### src/rtl/bus_arbiter.sv
// Two-master (IFU read, LSU read/write) to two-slave (SoC, read-only CLINT) arbiter.
// Single-beat transfers, round-robin on ties, one owner at a time.
`timescale 1ns/1ps
module bus_arbiter #(
   parameter logic [31:0] CLINT_BASE = 32'h0200_0000,
   parameter logic [31:0] CLINT_SIZE = 32'h0001_0000
) (
   input  logic        clk,
   input  logic        resetn,
   // IFU read port
   input  logic        m0_arvalid,
   output logic        m0_arready,
   input  logic [31:0] m0_araddr,
   output logic        m0_rvalid,
   input  logic        m0_rready,
   output logic [31:0] m0_rdata,
   output logic [1:0]  m0_rresp,
   // LSU read port
   input  logic        m1_arvalid,
   output logic        m1_arready,
   input  logic [31:0] m1_araddr,
   output logic        m1_rvalid,
   input  logic        m1_rready,
   output logic [31:0] m1_rdata,
   output logic [1:0]  m1_rresp,
   // LSU write port
   input  logic        m1_awvalid,
   output logic        m1_awready,
   input  logic [31:0] m1_awaddr,
   input  logic        m1_wvalid,
   output logic        m1_wready,
   input  logic [31:0] m1_wdata,
   input  logic [3:0]  m1_wstrb,
   output logic        m1_bvalid,
   input  logic        m1_bready,
   output logic [1:0]  m1_bresp,
   // SoC slave port
   output logic        s_arvalid,
   input  logic        s_arready,
   output logic [31:0] s_araddr,
   input  logic        s_rvalid,
   output logic        s_rready,
   input  logic [31:0] s_rdata,
   input  logic [1:0]  s_rresp,
   output logic        s_awvalid,
   input  logic        s_awready,
   output logic [31:0] s_awaddr,
   output logic        s_wvalid,
   input  logic        s_wready,
   output logic [31:0] s_wdata,
   output logic [3:0]  s_wstrb,
   input  logic        s_bvalid,
   output logic        s_bready,
   input  logic [1:0]  s_bresp,
   // CLINT slave port (read-only)
   output logic        c_arvalid,
   input  logic        c_arready,
   output logic [31:0] c_araddr,
   input  logic        c_rvalid,
   output logic        c_rready,
   input  logic [31:0] c_rdata,
   input  logic [1:0]  c_rresp,
   output logic [1:0]  grant
);

   localparam int unsigned AW = 32;
   localparam int unsigned DW = 32;
   localparam int unsigned RW = 2;
   localparam logic        OWN_IFU = 1'b0;
   localparam logic        OWN_LSU = 1'b1;
   localparam logic [RW-1:0] RESP_DECERR = 2'b11;

   typedef enum logic [2:0] {IDLE, RD_M0, RD_M1, WR_M1, WR_ERR} state_e;

   state_e        state_q, state_d;
   logic          last_q, last_d;
   logic          tgt_q, tgt_d;         // 1 = CLINT, 0 = SoC
   logic          ar_done_q, ar_done_d;
   logic          aw_done_q, aw_done_d;
   logic          w_done_q, w_done_d;
   logic          berr_q, berr_d;
   logic [1:0]    grant_q, grant_d;

   logic          sel_arvalid, sel_rready, sel_arready, sel_rvalid;
   logic [AW-1:0] sel_araddr;
   logic [DW-1:0] sel_rdata;
   logic [RW-1:0] sel_rresp;

   // Window check done in AW+1 bits so BASE+SIZE cannot wrap.
   function automatic logic is_clint(input logic [AW-1:0] a);
      logic [AW:0] lim;
      lim = {1'b0, CLINT_BASE} + {1'b0, CLINT_SIZE};
      return (a >= CLINT_BASE) && ({1'b0, a} < lim);
   endfunction

   always_ff @(posedge clk) begin
      if (!resetn) begin
         state_q   <= IDLE;
         last_q    <= OWN_IFU;
         tgt_q     <= 1'b0;
         ar_done_q <= 1'b0;
         aw_done_q <= 1'b0;
         w_done_q  <= 1'b0;
         berr_q    <= 1'b0;
         grant_q   <= 2'b00;
      end else begin
         state_q   <= state_d;
         last_q    <= last_d;
         tgt_q     <= tgt_d;
         ar_done_q <= ar_done_d;
         aw_done_q <= aw_done_d;
         w_done_q  <= w_done_d;
         berr_q    <= berr_d;
         grant_q   <= grant_d;
      end
   end

   assign grant = grant_q;

   always_comb begin
      state_d   = state_q;
      last_d    = last_q;
      tgt_d     = tgt_q;
      ar_done_d = ar_done_q;
      aw_done_d = aw_done_q;
      w_done_d  = w_done_q;
      berr_d    = berr_q;
      sel_arvalid = 1'b0;
      sel_araddr  = '0;
      sel_rready  = 1'b0;
      sel_arready = 1'b0;
      sel_rvalid  = 1'b0;
      sel_rdata   = '0;
      sel_rresp   = '0;
      m0_arready = 1'b0; m0_rvalid = 1'b0; m0_rdata = '0; m0_rresp = '0;
      m1_arready = 1'b0; m1_rvalid = 1'b0; m1_rdata = '0; m1_rresp = '0;
      m1_awready = 1'b0; m1_wready = 1'b0; m1_bvalid = 1'b0; m1_bresp = '0;
      s_arvalid = 1'b0; s_araddr = '0; s_rready = 1'b0;
      s_awvalid = 1'b0; s_awaddr = '0; s_wvalid = 1'b0; s_wdata = '0; s_wstrb = '0;
      s_bready  = 1'b0;
      c_arvalid = 1'b0; c_araddr = '0; c_rready = 1'b0;

      // Outputs stay quiet while reset is held, even before the state register clears.
      if (resetn) begin
         unique case (state_q)
            IDLE: begin
               ar_done_d = 1'b0;
               aw_done_d = 1'b0;
               w_done_d  = 1'b0;
               berr_d    = 1'b0;
               if ((m1_arvalid || m1_awvalid) && (!m0_arvalid || last_q == OWN_IFU)) begin
                  last_d = OWN_LSU;
                  if (m1_arvalid) begin
                     state_d = RD_M1;
                     tgt_d   = is_clint(m1_araddr);
                  end else if (is_clint(m1_awaddr)) begin
                     state_d = WR_ERR;
                     tgt_d   = 1'b1;
                  end else begin
                     state_d = WR_M1;
                     tgt_d   = 1'b0;
                  end
               end else if (m0_arvalid) begin
                  last_d  = OWN_IFU;
                  state_d = RD_M0;
                  tgt_d   = is_clint(m0_araddr);
               end
            end
            RD_M0, RD_M1: begin
               if (state_q == RD_M0) begin
                  sel_arvalid = m0_arvalid & ~ar_done_q;
                  sel_araddr  = m0_araddr;
                  sel_rready  = m0_rready;
               end else begin
                  sel_arvalid = m1_arvalid & ~ar_done_q;
                  sel_araddr  = m1_araddr;
                  sel_rready  = m1_rready;
               end
               if (tgt_q) begin
                  c_arvalid   = sel_arvalid;
                  c_araddr    = sel_araddr;
                  c_rready    = sel_rready;
                  sel_arready = c_arready & ~ar_done_q;
                  sel_rvalid  = c_rvalid;
                  sel_rdata   = c_rdata;
                  sel_rresp   = c_rresp;
               end else begin
                  s_arvalid   = sel_arvalid;
                  s_araddr    = sel_araddr;
                  s_rready    = sel_rready;
                  sel_arready = s_arready & ~ar_done_q;
                  sel_rvalid  = s_rvalid;
                  sel_rdata   = s_rdata;
                  sel_rresp   = s_rresp;
               end
               if (state_q == RD_M0) begin
                  m0_arready = sel_arready;
                  m0_rvalid  = sel_rvalid;
                  m0_rdata   = sel_rvalid ? sel_rdata : '0;
                  m0_rresp   = sel_rvalid ? sel_rresp : '0;
               end else begin
                  m1_arready = sel_arready;
                  m1_rvalid  = sel_rvalid;
                  m1_rdata   = sel_rvalid ? sel_rdata : '0;
                  m1_rresp   = sel_rvalid ? sel_rresp : '0;
               end
               if (sel_arvalid && sel_arready) ar_done_d = 1'b1;
               if (sel_rvalid && sel_rready)   state_d   = IDLE;
            end
            WR_M1: begin
               s_awvalid  = m1_awvalid & ~aw_done_q;
               s_awaddr   = m1_awaddr;
               m1_awready = s_awready & ~aw_done_q;
               s_wvalid   = m1_wvalid & ~w_done_q;
               s_wdata    = m1_wdata;
               s_wstrb    = m1_wstrb;
               m1_wready  = s_wready & ~w_done_q;
               s_bready   = m1_bready;
               m1_bvalid  = s_bvalid;
               m1_bresp   = s_bvalid ? s_bresp : '0;
               if (m1_awvalid && s_awready && !aw_done_q) aw_done_d = 1'b1;
               if (m1_wvalid && s_wready && !w_done_q)    w_done_d  = 1'b1;
               if (s_bvalid && m1_bready)                 state_d   = IDLE;
            end
            WR_ERR: begin
               // Writes into the CLINT window are absorbed here and answered with DECERR.
               m1_awready = ~aw_done_q;
               m1_wready  = ~w_done_q;
               m1_bvalid  = berr_q;
               m1_bresp   = berr_q ? RESP_DECERR : '0;
               if (m1_awvalid && !aw_done_q) aw_done_d = 1'b1;
               if (m1_wvalid && !w_done_q)   w_done_d  = 1'b1;
               if (berr_q) begin
                  if (m1_bready) state_d = IDLE;
               end else begin
                  berr_d = aw_done_d & w_done_d;
               end
            end
            default: state_d = IDLE;
         endcase
      end

      unique case (state_d)
         RD_M0:                 grant_d = 2'b01;
         RD_M1, WR_M1, WR_ERR:  grant_d = 2'b10;
         default:               grant_d = 2'b00;
      endcase
   end

endmodule

### config.mk
export PLATFORM = sky130hd
export DESIGN_NAME = bus_arbiter
export DESIGN_NICKNAME = d
export VERILOG_FILES = /design/src/rtl/bus_arbiter.sv
export SDC_FILE = /design/constraint.sdc
export NUM_CORES = 1
export LEC_CHECK = 0
export ABC_AREA = 1
export BUFFER_PORTS_ARGS = -buffer_cell sky130_fd_sc_hd__buf_2
export CAP_MARGIN = 10
export CORE_AREA = 2 2 168 170
export DETAILED_ROUTE_END_ITERATION = 10
export DIE_AREA = 0 0 170 172
export PLACE_DENSITY = 0.44
export SLEW_MARGIN = 15
export SYNTH_ARGS = -nofsm -noshare
export SYNTH_HDL_FRONTEND = slang
export SYNTH_SLANG_ARGS = --single-unit
### constraint.sdc
create_clock -name clk -period 4 [get_ports clk]
set_input_delay 0 -clock clk [delete_from_list [all_inputs] [get_ports clk]]
set_output_delay 0 -clock clk [all_outputs]
set_load 0.03 [all_outputs]
; ---- Yosys cells after proc, flatten, opt, wreduce, memory -nomap -nowiden
; Index checks and enable logic that the tools add are counted.
[word_totals]
register_bits = 11
input_bits = 218
out_inout_bits = 218
wordCells = 179
[op_classes]
magnitude_cmp = 6
n_eq_ne = 11
n_mux = 112
bitwise_logic = 13
n_reduce_logical = 29
[op_table]
columns = operator, count
row1 = $mux 32, 19
row2 = $ge 32x26->1 const B, 3
row3 = $lt 32x26->1 const B, 3
row4 = $mux 1, 61
row5 = $mux 3, 9
row6 = $mux 2, 11
row7 = $logic_and 1x1->1, 13
row8 = $eq 3x2->1 const B, 4
row9 = $pmux 3 s4, 1
row10 = $pmux 1 s2, 5
row11 = $and 1x1->1, 9
row12 = $mux 4, 2
row13 = $pmux 2 s2, 2
row14 = $reduce_and 2->1, 4
row15 = $eq 3x1->1 const B, 2
row16 = $eq 3x3->1 const B, 2
row17 = $ne 2x2->1 const B, 3
row18 = $pmux 1 s3, 2
row19 = $reduce_bool 2->1, 3
row20 = $not 1->1, 4
row21 = $logic_not 1->1, 3
row22 = $logic_not 3->1, 1
row23 = $reduce_bool 3->1, 1
row24 = $reduce_or 3->1, 1
row25 = 2 further kinds, 3

; ---- Logic depth before layout (Yosys ltp)
[depth]
depth_word = 11
depth_mapped = 11
mapped_depth_nobuf = 11

; ---- Least setup slack after synthesis
; No wires, ideal clock.
[synth_path]
path_type = register to output
start = register state_q[1]
end = output port m1_rdata[22]
arrival_ns = 1.767
required_ns = 4.000
setup_slack_ns = 2.233
stages_incl_launch_ff = 9
n_path_buf = 1
path_cell_list = dfxtp_1 inv_2 o21ai_2 nor2_2 nand3_1 nor2_2 inv_2 buf_4 nor2_1
[synth_via]
elab_chain_cells = 4
word_cells_on_any_way = 6
cone_classes = 2 x eq/ne / 3 x mux / 1 x reduce/logical
[synth_rtl]
columns = item, line_no
row1 = start: declaration, 75  ; state_e state_q, state_d;
row2 = start signal: assignment, 107  ; state_q <= state_d;
row3 = $eq 3x1->1 / $eq 3x2->1 (equally long branches), "145, 196"
row4 = $mux 32 / $reduce_or 2->1 (equally long branches), "196, 145"
row5 = $mux 32 *, 145  ; unique case (state_q)
row6 = $mux 32 *, 144  ; if (resetn) begin
row7 = end: declaration, 24  ; output logic [31:0] m1_rdata,
; Mark *: on every way between the ends. The rest lies on a longest branch, timed or not.

; ---- Worst setup path in the final report
[layout_path]
start = register state_q[1]
end = output port m0_rdata[21]
[layout_via]
elab_chain_cells = 4
word_cells_on_any_way = 6
cone_classes = 2 x eq/ne / 3 x mux / 1 x reduce/logical
[layout_rtl]
columns = item, line_no
row1 = $eq 3x1->1 / $eq 3x2->1 (equally long branches), "145, 196"
row2 = $mux 32 / $reduce_or 2->1 (equally long branches), "196, 145"
row3 = $mux 32 *, 145
row4 = $mux 32 *, 144
row5 = end: declaration, 16  ; output logic [31:0] m0_rdata,
; Marked as above.

==> impl_metrics.csv <==
group,metric,value,unit
outcome,status,"completed",
route,drt-pass1-iter-count,4,
route,wirelength,17100,um
place,io_buffers,435,
synthesis,yosysSeqAreaShare,0.0783,
clock_tree,holdBufCountCts,0,
synthesis,synth.net_count,765,
clock_tree,postCtsSetupRepairBufs,0,
sta,slew_headroom,0.482,
final_layout,fillCellCount,3239,
final_layout,area_growth,90.8,%
critical_path,ff2ff_path_depth,9,
final_layout,final_common_cell,"buf_2",
sta,fin_crit_sh,0.587,
synthesis,synth_cells,547,
sta,setup_viol,0,
sta,fin_ws,1650,ps
critical_path,r2r_start,"tgt_q",
power_and_ir_drop,power.leakage,0.00373,uW
sta,period_minus_slack,2350,ps
final_layout,final_cell_mix,"435 x buf_2, 240 x nor2_1, 94 x inv_1, 60 x mux2i_1, 48 x nand2_1",
grt,grt_start_max_net_pins,42,
floorplan,dieArea,29200,um2
final_layout,drive_gt1_frac,0.480,
synthesis,syn_area_per_cell,5.14,um2
min_path,hp-class,"in -> reg",
place,dp_slack,1890,ps
sta,timing.hold.ws,70.8,ps
synthesis,ys_ff_latch,11,
run,max_cap_violations,0,
clock_tree,cts_resized,0,
floorplan,chipWidth,170,um
critical_path,cp.required,4000,ps
clock_tree,clkLatencyLatePin,240,ps
sta,finalHoldViolations,0,
critical_path,reg2reg_to,"grant[1]",
final_layout,multi_input_area,2030,um2
sta,slew_violations,0,
route,vias_per_cell,3.61,
sta,rsz0062_at_grt,"false",
grt,grt_pass1_wl,23400,um
sta,fin_skew,2.35,ps
critical_path,crit_path_end,"m0_rdata[21]",
power_and_ir_drop,p_per_area,264,nW/um2
place,dp_hpwl,15000,um
floorplan,io-pin-count,436,
critical_path,critPathArrivalTime,2350,ps
critical_path,path_class,"reg -> out",
route,routedWlPerCell,13.1,um
clock_tree,cts-htree-levels,1,
critical_path,reg2reg_slack,2350,ps
grt,grt_usage,0.103,
floorplan,start_util,0.102,
sta,tns,0,ps
route,vias,4734,
route,drc,0,
clock_tree,cts_tree,"done",
route,drt_iter0_drc,155,
floorplan,core,27500,um2
synthesis,yosys_warnings,0,
clock_tree,clockRootBuffer,"clkbuf_16",
synthesis,yosysUniqueCellTypes,25,
min_path,whs_path_depth,3,
synthesis,syn_area,2810,um2
grt,grt_overflow_total,0,
grt,grt_pass1_vias,4224,
final_layout,seq_area,221,um2
sta,tightest_slew,774,ps
sta,max_freq,426,MHz
critical_path,critPathLaunchType,"register",
clock_tree,cts_inserted_buffers,3,
final_layout,nets,1182,
floorplan,die_h,172,um
clock_tree,cts_buffer_depth,2,
critical_path,crit_path_end_kind,"output port",
floorplan,core.rowCount,61,
power_and_ir_drop,power.total,1420,uW
critical_path,critPathMaxFanout,34,
clock_tree,path_clk_slew,40,ps
clock_tree,cts_num_sinks,11,
critical_path,crit_start,"state_q[1]",
grt,antenna_found_initial,4,
place,gp_congestion,0.784,
route,antenna_left,0,
power_and_ir_drop,irDropWorstVdd,0.119,mV
[worst min-delay path by stage]
stage	start	endpoint
global route	s_awready	aw_done_q
detailed placement	s_awready	aw_done_q
CTS	s_awready	aw_done_q
global placement	s_awready	aw_done_q
finish	s_awready	aw_done_q
floorplan	m1_awaddr[0]	s_awaddr[0]
[layer usage]
metal,wire [um],global-route usage,up-vias
met2,8720,0.188,203
met3,1040,0.0142,6
li1,-,-,2474
met1,7270,0.130,2047
met5,27,0,-
met4,65,0.0164,4
[through the flow]
step,utilization,cells,cell area [um2]
CTS,0.195,1309,5360
global placement,0.192,1305,5280
global route,0.195,1310,5360
finish,0.195,1311,5370
detailed placement,0.192,1305,5280
floorplan,-,547,2810
[cell usage after synthesis (all sizes together)]
| cell type | n | area share |
|---|---|---|
| a211oi | 2 | 0.0053 |
| a21oi | 7 | 0.012 |
| a311oi | 1 | 0.0031 |
| buf | 27 | 0.064 |
| clkbuf | 1 | 0.0013 |
| clkinv | 1 | 0.0013 |
| dfxtp | 11 | 0.078 |
| inv | 101 | 0.13 |
| mux2i | 60 | 0.21 |
| nand2 | 50 | 0.067 |
| nand3 | 13 | 0.023 |
| nand3b | 1 | 0.0027 |
| nand4 | 2 | 0.0044 |
| nor2 | 245 | 0.33 |
| nor3 | 7 | 0.022 |
| nor4 | 3 | 0.0067 |
| o21ai | 15 | 0.028 |
[critical path, cell delays in order, from the launching register on]
cell	delay, ps
dfxtp_1	380
nor2_1	90
nand2_2	340
buf_4	450
nor3_4	80
inv_2	450
nor2_1	90
buf_2	200
[state kept, by name, summed over array words and instances (netlist names)]
signal     flops
state_q        3
grant          2
last_q         1
ar_done_q      1
w_done_q       1
tgt_q          1
aw_done_q      1
berr_q         1
[final cells by class]
type	instances	share of cell area
inverters	102	0.0714
flip-flops and latches	11	0.0413
multi-input cells	406	0.378
well taps	346	0.0807
clock buffers	4	0.0147
diodes	2	0.000933
repair buffers	440	0.413
[cell families (layout without fill, tap and decap cells)]
family,after synthesis,after routing,synth area share
AND/OR/NAND/NOR,321,321,0.457
buffers and inverters,130,546,0.202
multiplexers,60,60,0.214
AO/OA/AOI/OAI,25,25,0.0489
flip-flops,11,11,0.0783
other,0,2,0
[power by group]
part	total [uW]	leakage [uW]	switching (uW)	internal (uW)
Sequential	163	0.0000906	34.6	129
Clock	184	0.0000382	49.8	134
Combinational	1070	0.00360	725	344
(Power assumes the default switching activity.)
